[src/rtl/alu_core.sv]
// Single-stage registered ALU: add, sub, and, or.
// Carry/borrow flag is the unsigned bit above the result.
module alu_core #(
    parameter int WIDTH = 32
) (
    input  logic             Clk_i,
    input  logic             Reset_i,
    input  logic [1:0]       Opc_i,
    input  logic [WIDTH-1:0] DinA_i,
    input  logic [WIDTH-1:0] DinB_i,
    output logic [WIDTH-1:0] Dout_o,
    output logic             OverFlow_o
);

    localparam logic [1:0] OP_ADD = 2'd0;
    localparam logic [1:0] OP_SUB = 2'd1;
    localparam logic [1:0] OP_AND = 2'd2;
    localparam logic [1:0] OP_OR  = 2'd3;

    logic [WIDTH:0]   w_a;
    logic [WIDTH:0]   w_b;
    logic [WIDTH:0]   w_res;
    logic [WIDTH-1:0] r_dout;
    logic             r_ovf;

    assign w_a = {1'b0, DinA_i};
    assign w_b = {1'b0, DinB_i};

    // Top bit of the widened difference is the unsigned borrow.
    always_comb begin
        w_res = '0;
        unique case (Opc_i)
            OP_ADD: w_res = w_a + w_b;
            OP_SUB: w_res = w_a - w_b;
            OP_AND: w_res = w_a & w_b;
            OP_OR:  w_res = w_a | w_b;
            default: w_res = '0;
        endcase
    end

    always_ff @(posedge Clk_i or posedge Reset_i) begin
        if (Reset_i) begin
            r_dout <= '0;
            r_ovf  <= 1'b0;
        end else begin
            r_dout <= w_res[WIDTH-1:0];
            r_ovf  <= w_res[WIDTH];
        end
    end

    assign Dout_o     = r_dout;
    assign OverFlow_o = r_ovf;

endmodule

[config.mk]
export PLATFORM = sky130hd
export DESIGN_NAME = alu_core
export DESIGN_NICKNAME = d
export VERILOG_FILES = /design/src/rtl/alu_core.sv
export SDC_FILE = /design/constraint.sdc
export NUM_CORES = 1
export LEC_CHECK = 0
export ABC_AREA = 0
export CAP_MARGIN = 20
export CORE_MARGIN = 3
export CORE_UTILIZATION = 45
export DETAILED_ROUTE_END_ITERATION = 6
export PLACE_DENSITY = 0.79
export SYNTH_ARGS = -nofsm -noshare
export SYNTH_HDL_FRONTEND = slang
export SYNTH_SLANG_ARGS = --single-unit
[constraint.sdc]
create_clock -name Clk_i -period 1.1 [get_ports Clk_i]
set_clock_uncertainty 0.05 [all_clocks]
set_input_delay 0.22 -clock Clk_i [delete_from_list [all_inputs] [get_ports Clk_i]]
set_output_delay 0.22 -clock Clk_i [all_outputs]
set_load 0.05 [all_outputs]
==> impl_metrics.env, run 1 <==
export IMPL_ys_flop_type="dfrtp_1"
export IMPL_synth_cell_type_count=60
export IMPL_yosys_warnings=0
export IMPL_synth_edff_count=0
export IMPL_place_hpwl_um=11400
export IMPL_worst_ep_kind="register data pin"
export IMPL_place_area_um2=6610
export IMPL_start_util=0.478
export IMPL_place_gp_congestion=0.932
export IMPL_root_buffer="clkbuf_8"
export IMPL_avgSynthCellArea_um2=8.12
export IMPL_status="aborted with a tool error"
export IMPL_worst_endpoint="OverFlow_o$_DFF_PP0_/D"
export IMPL_num_rows=32
export IMPL_ys_async_sr_fraction=1.00
export IMPL_cts_sinks=33
export IMPL_stop_stage="global routing (5_1_grt)"
export IMPL_synthesis_area_um2=3810
export IMPL_ys_ff_latch=33
export IMPL_die_w_um=98.0
export IMPL_ios=101
export IMPL_post_place_ws_ps=-3430
export IMPL_dieHeight_um=98.0
export IMPL_io_buffers=100
export IMPL_first_error="[ERROR DPL-0038] Utilization greater than 100%, impossible to legalize"
export IMPL_cts_buffer_depth=2
export IMPL_cts_made_buffers=5
export IMPL_cts_htree_levels=2
export IMPL_synthCells=469
export IMPL_ys_seq_area_frac=0.217
export IMPL_syn_nets=573
export IMPL_grt_max_degree=46
export IMPL_cts_hold_buffers=0
==> per-stage QoR <==
| step | cells | hold slack [ps] |
|---|---|---|
| 2_1_floorplan | 469 | 299 |
| 3_3_place_gp | 821 | 533 |
| 3_5_place_dp | 821 | 543 |
| 4_1_cts | 856 | 232 |
==> synthesized netlist by cell type, drive strengths merged, types with 2 or more instances <==
| cell type | n | area (um^2) |
|---|---|---|
| a211oi | 3 | 22.5 |
| a21boi | 2 | 15.0 |
| a21o | 20 | 150 |
| a21oi | 43 | 215 |
| a311oi | 2 | 17.5 |
| a31oi | 2 | 12.5 |
| and2 | 2 | 12.5 |
| and3 | 6 | 37.5 |
| buf | 2 | 8.75 |
| clkbuf | 15 | 56.3 |
| dfrtp | 33 | 826 |
| ha | 35 | 438 |
| inv | 15 | 56.3 |
| maj3 | 28 | 280 |
| mux2 | 2 | 22.5 |
| mux2i | 4 | 40.0 |
| nand2 | 41 | 154 |
| nand2b | 2 | 12.5 |
| nand3 | 11 | 55.1 |
| nand3b | 2 | 18.8 |
| nand4 | 3 | 18.8 |
| nor2 | 39 | 146 |
| nor2b | 6 | 37.5 |
| nor3 | 11 | 60.1 |
| nor3b | 2 | 26.3 |
| nor4 | 4 | 40.0 |
| o211ai | 2 | 15.0 |
| o21a | 3 | 22.5 |
| o21ai | 40 | 200 |
| o21bai | 4 | 30.0 |
| o31ai | 3 | 22.5 |
| o41ai | 5 | 43.8 |
| or3 | 3 | 20.0 |
| or4 | 2 | 15.0 |
| xnor2 | 26 | 228 |
| xor2 | 29 | 254 |
==> cell families after synthesis <==
family / after synthesis / synth area share
mux: 6 / 0.0164
flops: 33 / 0.217
simple gates: 139 / 0.183
compound gates: 140 / 0.231
xor+xnor: 55 / 0.127
buf+inv: 32 / 0.0319
fa+ha+maj: 64 / 0.194
==> what timing repair did <==
action | in CTS
endpoints found under the setup margin | 66
gates resized for setup | 175
pin swaps | 100
setup buffers | 29
cloned | 0
==> run 2: changes to the inputs <==
- CORE_UTILIZATION: 45 -> 30
- PLACE_DENSITY: 0.79 -> default
- PLACE_DENSITY_LB_ADDON: default -> 0.15
==> run 2 against run 1 <==
Compared with the run above:
- the flow now finishes, with violations (setup timing)
- synthesized cell count stayed put
- synthesized area stayed put
==> impl_metrics.env, run 2 <==
export IMPL_final_common_cell="buf_4"
export IMPL_rsz0062_at_grt="yes"
export IMPL_status="finished, violations left"
export IMPL_yosysMostFrequentCell="a21oi_1"
export IMPL_synthCells=469
export IMPL_drt_iter0_drc=226
export IMPL_synth_commonest_cells="a21oi_1, nand2_1, nor2_1, o21ai_0, ha_1"
export IMPL_vdd_ir_drop_max_uv=580
export IMPL_seqPwrFrac=0.173
export IMPL_post_place_ws_ps=-3400
export IMPL_p_clk_frac=0.180
export IMPL_final_layout_size_suffix_gt1_frac=0.503
export IMPL_synthXorXnorAreaFrac=0.127
export IMPL_place_gp_congestion=0.889
export IMPL_die_area_um2=14100
export IMPL_max_stage_delay_ps=540
export IMPL_ys_seq_area_frac=0.217
export IMPL_powerDensity_nw_per_um2=1180
export IMPL_antenna_left=0
export IMPL_slowest_stage="or4b_4"
export IMPL_final_cell_mix="buf_4, clkdlybuf4s50_1, buf_12"
export IMPL_antenna_found_initial=0
export IMPL_grt_use_total=0.215
export IMPL_leakagePower_nw=3.72
export IMPL_synth_edff_count=0
export IMPL_crit_arrival_ps=3810
export IMPL_p_sw_frac=0.387
export IMPL_end_kind="register"
export IMPL_max_slew_margin=0.745
export IMPL_internal_power_mw=5.83
export IMPL_root_buffer="clkbuf_16"
export IMPL_ys_flop_type="dfrtp_1"
export IMPL_dr_pass1_iters=4
export IMPL_path_max_fanout=5
export IMPL_cp_top_family="simple AND/OR/NAND/NOR gates"
export IMPL_synth_mux_area_frac=0.0164
export IMPL_fin_ws_ps=-2590
export IMPL_yosys_top_cells_area="dfrtp_1, ha_1, maj3_1"
export IMPL_synth_cell_type_count=60
export IMPL_start_util=0.312
export IMPL_nets=891
export IMPL_finalHoldViolations=0
export IMPL_slew_violations=0
export IMPL_cts_buffer_depth=2
export IMPL_cts_made_buffers=5
export IMPL_grt_overflow_total=0
export IMPL_crit_chain="clkdlybuf4s15_1, nor4_2, or3b_4, nor4_4, buf_4, buf_4, buf_4, a21oi_1, xnor2_1, ha_1, buf_6, a21o_1, or4b_4, and3_4, nor4_4, o21ai_1, o311a_1"
export IMPL_synthesis_area_um2=3810
export IMPL_cts_hold_buffers=0
export IMPL_crit_type="primary input to register"
export IMPL_cts_sinks=33
export IMPL_yosys_warnings=0
export IMPL_max_cap_viol_count=0
export IMPL_comb_power_share=0.648
export IMPL_yosysTopAreaCellShare=0.217
export IMPL_fin_crit_sh=3.36
export IMPL_fin_crit_ps=3690
export IMPL_max_freq_mhz=271
export IMPL_switchingPower_mw=3.69
export IMPL_synthSimpleGateAreaFrac=0.183
export IMPL_hp_class="primary input to async pin"
export IMPL_grt_pass1_wl_um=24500
export IMPL_diodes=0
export IMPL_synth_compound_area_frac=0.231
export IMPL_dieHeight_um=119
export IMPL_setup_viol=60
export IMPL_num_rows=40
export IMPL_placed_cells=890
export IMPL_vias_per_cell=5.04
export IMPL_first_global_vias=4984
export IMPL_place_hpwl_um=11300
export IMPL_crit_path_frequent_cell="buf_4"
export IMPL_grt_max_degree=34
export IMPL_worst_pin_slew_ps=378
export IMPL_synthAdderAreaFrac=0.194
export IMPL_ys_ff_latch=33
export IMPL_largest_reg_flops=32
export IMPL_drc_errors=0
export IMPL_clk_pin_slew_ps=60
export IMPL_areaGrowthSynthToFinish_pct=111
export IMPL_cp_num_cells=17
export IMPL_fin_util=0.659
export IMPL_cts_htree_levels=2
export IMPL_routed_wl_um=15900
export IMPL_yosysTopAreaCell="dfrtp_1"
export IMPL_critical_path_required_ps=1220
export IMPL_syn_nets=573
export IMPL_avgSynthCellArea_um2=8.12
export IMPL_cp_buffers_inverters=5
export IMPL_core_region_area_um2=12200
export IMPL_power_mw=9.52
export IMPL_ys_async_sr_fraction=1.00
export IMPL_wl_per_cell_um=16.6
export IMPL_cp_start_kind="primary input"
export IMPL_hold_ws_ps=245
export IMPL_violations="setup timing"
export IMPL_tns_ps=-60410
export IMPL_num_vias=4817
export IMPL_cts_tree="done"
export IMPL_synth_top_family_by_area="compound AO/OA/AOI/OAI gates"
export IMPL_io_buffers=100
export IMPL_ios=101
export IMPL_design_area_um2=8040
export IMPL_final_cell_count_no_fill=956
export IMPL_place_area_um2=6720
export IMPL_die_w_um=119
## run 2: cell counts after synthesis
Identical to the previous run, type by type.
## run 2: worst max path at each step
stage | end | start
floorplan | OverFlow_o | DinB_i[2]
global route | Dout_o[25] | DinB_i[10]
CTS | Dout_o[27] | DinB_i[3]
detailed placement | OverFlow_o | DinB_i[2]
finish | Dout_o[25] | DinB_i[10]
global placement | Dout_o[27] | DinB_i[10]
## run 2: cells by family (layout without fill, tap and decap cells)
family,Yosys count,in the layout
AOI/OAI and AO/OA,140,140
xor gates and xnor gates,55,55
adders and majority gates,64,64
buffers and inverters,32,351
DFF,33,33
muxes,6,6
and+or+nand+nor,139,139
## run 2: power by group through the flow
stage / Clock, mW / Combinational [mW] / Sequential [mW]
2_1_floorplan: 0 / 1.73 / 2.35
3_3_place_gp: 0 / 5.06 / 1.67
3_5_place_dp: 0 / 5.11 / 1.67
4_1_cts: 1.73 / 5.76 / 1.65
5_1_grt: 1.80 / 6.52 / 1.67
6_report: 1.71 / 6.17 / 1.65
## run 2: final cells by class
cell class | count | area, um^2
clock buffers | 7 | 143
clock inverters | 1 | 30.0
fillers | 985 | 4170
inverters | 15 | 60.1
multi-input cells | 404 | 3600
flip-flops and latches | 33 | 826
well taps | 168 | 210
repair buffers | 328 | 3180
## run 2: per-layer routing
metal | routed length [um] | GRT usage | share of wire
met5 | 0 | 0 | 0
met4 | 399 | 0.0739 | 0.025
met3 | 748 | 0.0431 | 0.047
met2 | 7980 | 0.380 | 0.50
met1 | 6780 | 0.258 | 0.43
## run 2: repair_timing
action | in CTS | in global routing
resized for setup | 159 | 54
setup buffers | 42 | 24
pin swaps | 93 | 50
endpoints found under the setup margin | 66 | 65
No activity file was read; power rests on OpenSTA's default activity.
==> run 3: changes to the inputs <==
- CTS_BUF_LIST: default -> sky130_fd_sc_hd__clkbuf_4 sky130_fd_sc_hd__clkbuf_8 sky130_fd_sc_hd__clkbuf_16
- SKIP_LAST_GASP: default -> 1
==> run 3 against run 2 <==
Compared with the run above:
- the flow still finishes with violations (setup timing)
- global-route usage down 0.31 points
- die area unchanged
- via count decreased by 0.33%
- count of clock-buffer cells in the layout unchanged
- setup slack improved by 41 ps
- critical path depth grew 1
- sequential share of layout area is 0.087 points higher
- first-iteration DRC count decreased by 19%
- critical path type unchanged
- highest routed layer unchanged
==> impl_metrics.env, run 3 (synthesized netlist as in run 2, its figures left out) <==
export IMPL_violations="setup timing"
export IMPL_final_layout_size_suffix_gt1_frac=0.493
export IMPL_setup_viol=59
export IMPL_end_kind="register"
export IMPL_grt_overflow_total=0
export IMPL_grt_pass1_wl_um=24200
export IMPL_cts_hold_buffers=0
export IMPL_dieHeight_um=119
export IMPL_fin_crit_sh=3.32
export IMPL_cp_start_kind="primary input"
export IMPL_core_region_area_um2=12200
export IMPL_vdd_ir_drop_max_uv=571
export IMPL_start_util=0.312
export IMPL_io_buffers=100
export IMPL_grt_use_total=0.212
export IMPL_routed_wl_um=15500
export IMPL_post_place_ws_ps=-3400
export IMPL_fin_crit_ps=3650
export IMPL_cts_tree="done"
export IMPL_wl_per_cell_um=16.3
export IMPL_cts_htree_levels=2
export IMPL_critical_path_required_ps=1280
export IMPL_num_rows=40
export IMPL_ios=101
export IMPL_diodes=0
export IMPL_hp_class="primary input to async pin"
export IMPL_crit_arrival_ps=3830
export IMPL_fill_cells=1000
export IMPL_die_w_um=119
export IMPL_cts_buffer_depth=2
export IMPL_place_hpwl_um=11300
export IMPL_cts_made_buffers=5
export IMPL_vias_per_cell=5.03
export IMPL_cts_sinks=33
export IMPL_num_vias=4801
export IMPL_powerDensity_nw_per_um2=1190
export IMPL_clk_pin_slew_ps=60
export IMPL_max_slew_margin=0.751
export IMPL_nets=890
export IMPL_first_global_vias=4953
export IMPL_fin_ws_ps=-2550
export IMPL_worstSetupEndpoint="Dout_o[31]"
export IMPL_max_cap_viol_count=0
export IMPL_place_gp_congestion=0.889
export IMPL_power_mw=9.46
export IMPL_max_freq_mhz=274
export IMPL_antenna_found_initial=0
export IMPL_critPathLaunch="DinB_i[4]"
export IMPL_worst_pin_slew_ps=369
export IMPL_largest_reg_flops=32
export IMPL_rsz0062_at_grt="yes"
export IMPL_antenna_left=0
export IMPL_grt_max_degree=34
export IMPL_final_common_cell="buf_4"
export IMPL_root_buffer="clkbuf_16"
export IMPL_slew_violations=0
export IMPL_dr_pass1_iters=4
export IMPL_drc_errors=0
export IMPL_areaGrowthSynthToFinish_pct=109
export IMPL_die_area_um2=14100
export IMPL_crit_type="primary input to register"
export IMPL_status="finished, violations left"
export IMPL_drt_iter0_drc=183
export IMPL_finalHoldViolations=0
export IMPL_final_cell_mix="buf_4, clkdlybuf4s50_1, nand2_1"
export IMPL_path_max_fanout=5
export IMPL_leakagePower_nw=3.71
-- run 3: cell count changes in the layout (fill, tap and decap cells not counted), sizes merged --
cell / change
buf: -1
-- run 3: timing repair --
| action | in CTS | in global routing |
|---|---|---|
| buffers inserted | 42 | 24 |
| endpoints found under the setup margin | 66 | 65 |
| pin swaps | 90 | 47 |
| gates cloned | 0 | 0 |
| resized for setup | 145 | 53 |
| hold endpoints to repair | 0 | 0 |
-- run 3: metrics by stage --
step / area (um^2) / std cells / TNS, ps / util / hold WS [ps]
floorplan: 4000 / 469 / -53840 / - / 299
global placement: 6720 / 890 / -82540 / 0.550 / 544
detailed placement: 6720 / 890 / -84310 / 0.550 / 551
CTS: 7610 / 937 / -58130 / 0.623 / 261
global route: 7970 / 955 / -65950 / 0.653 / 278
finish: 7970 / 955 / -60850 / 0.653 / 248
-- run 3: worst min-delay path by stage --
stage | start | end | cells past startpoint
after floorplan | Reset_i | Dout_o[0] | 1
after global routing | Reset_i | Dout_o[15] | 3
after global placement | Reset_i | Dout_o[15] | 3
after detailed placement | Reset_i | Dout_o[14] | 3
after CTS | Reset_i | Dout_o[15] | 3
final | Reset_i | Dout_o[14] | 3
-- run 3: layer usage --
metal  global-route usage  wire length, um  share of wire
met3               0.0421              783          0.050
met4               0.0760              425          0.027
met1                0.255             6550           0.42
met2                0.372             7790           0.50
met5                    0                0              0
-- run 3: layout make-up --
type | instances | area [um^2] | share of cell area
inverter | 15 | 60.1 | 0.00753
tap | 168 | 210 | 0.0264
multi-input combinational | 404 | 3560 | 0.446
timing repair buffer | 327 | 3140 | 0.394
clock buffer | 7 | 146 | 0.0184
sequential | 33 | 826 | 0.104
clock inverter | 1 | 30.0 | 0.00377
-- run 3: worst max-delay path: stages --
cell and delay [ps]:
buf_6 100, nor3_4 240, buf_6 140, nand3_4 80
nor3_4 230, and2_4 200, nand3b_1 120, buf_4 170
o41ai_4 230, xor2_1 200, ha_1 280, a21o_1 170
a21o_1 170, or4b_4 520, and3_4 250, o21ai_2 140
mux2i_1 210, and3_1 170
-- run 3: report_power, final --
group          switching (mW)  total (mW)  internal [mW]  leakage, nW
registers               0.202        1.65           1.45        0.386
clock network           0.568        1.73           1.16       0.0875
logic                    2.87        6.09           3.22         3.23
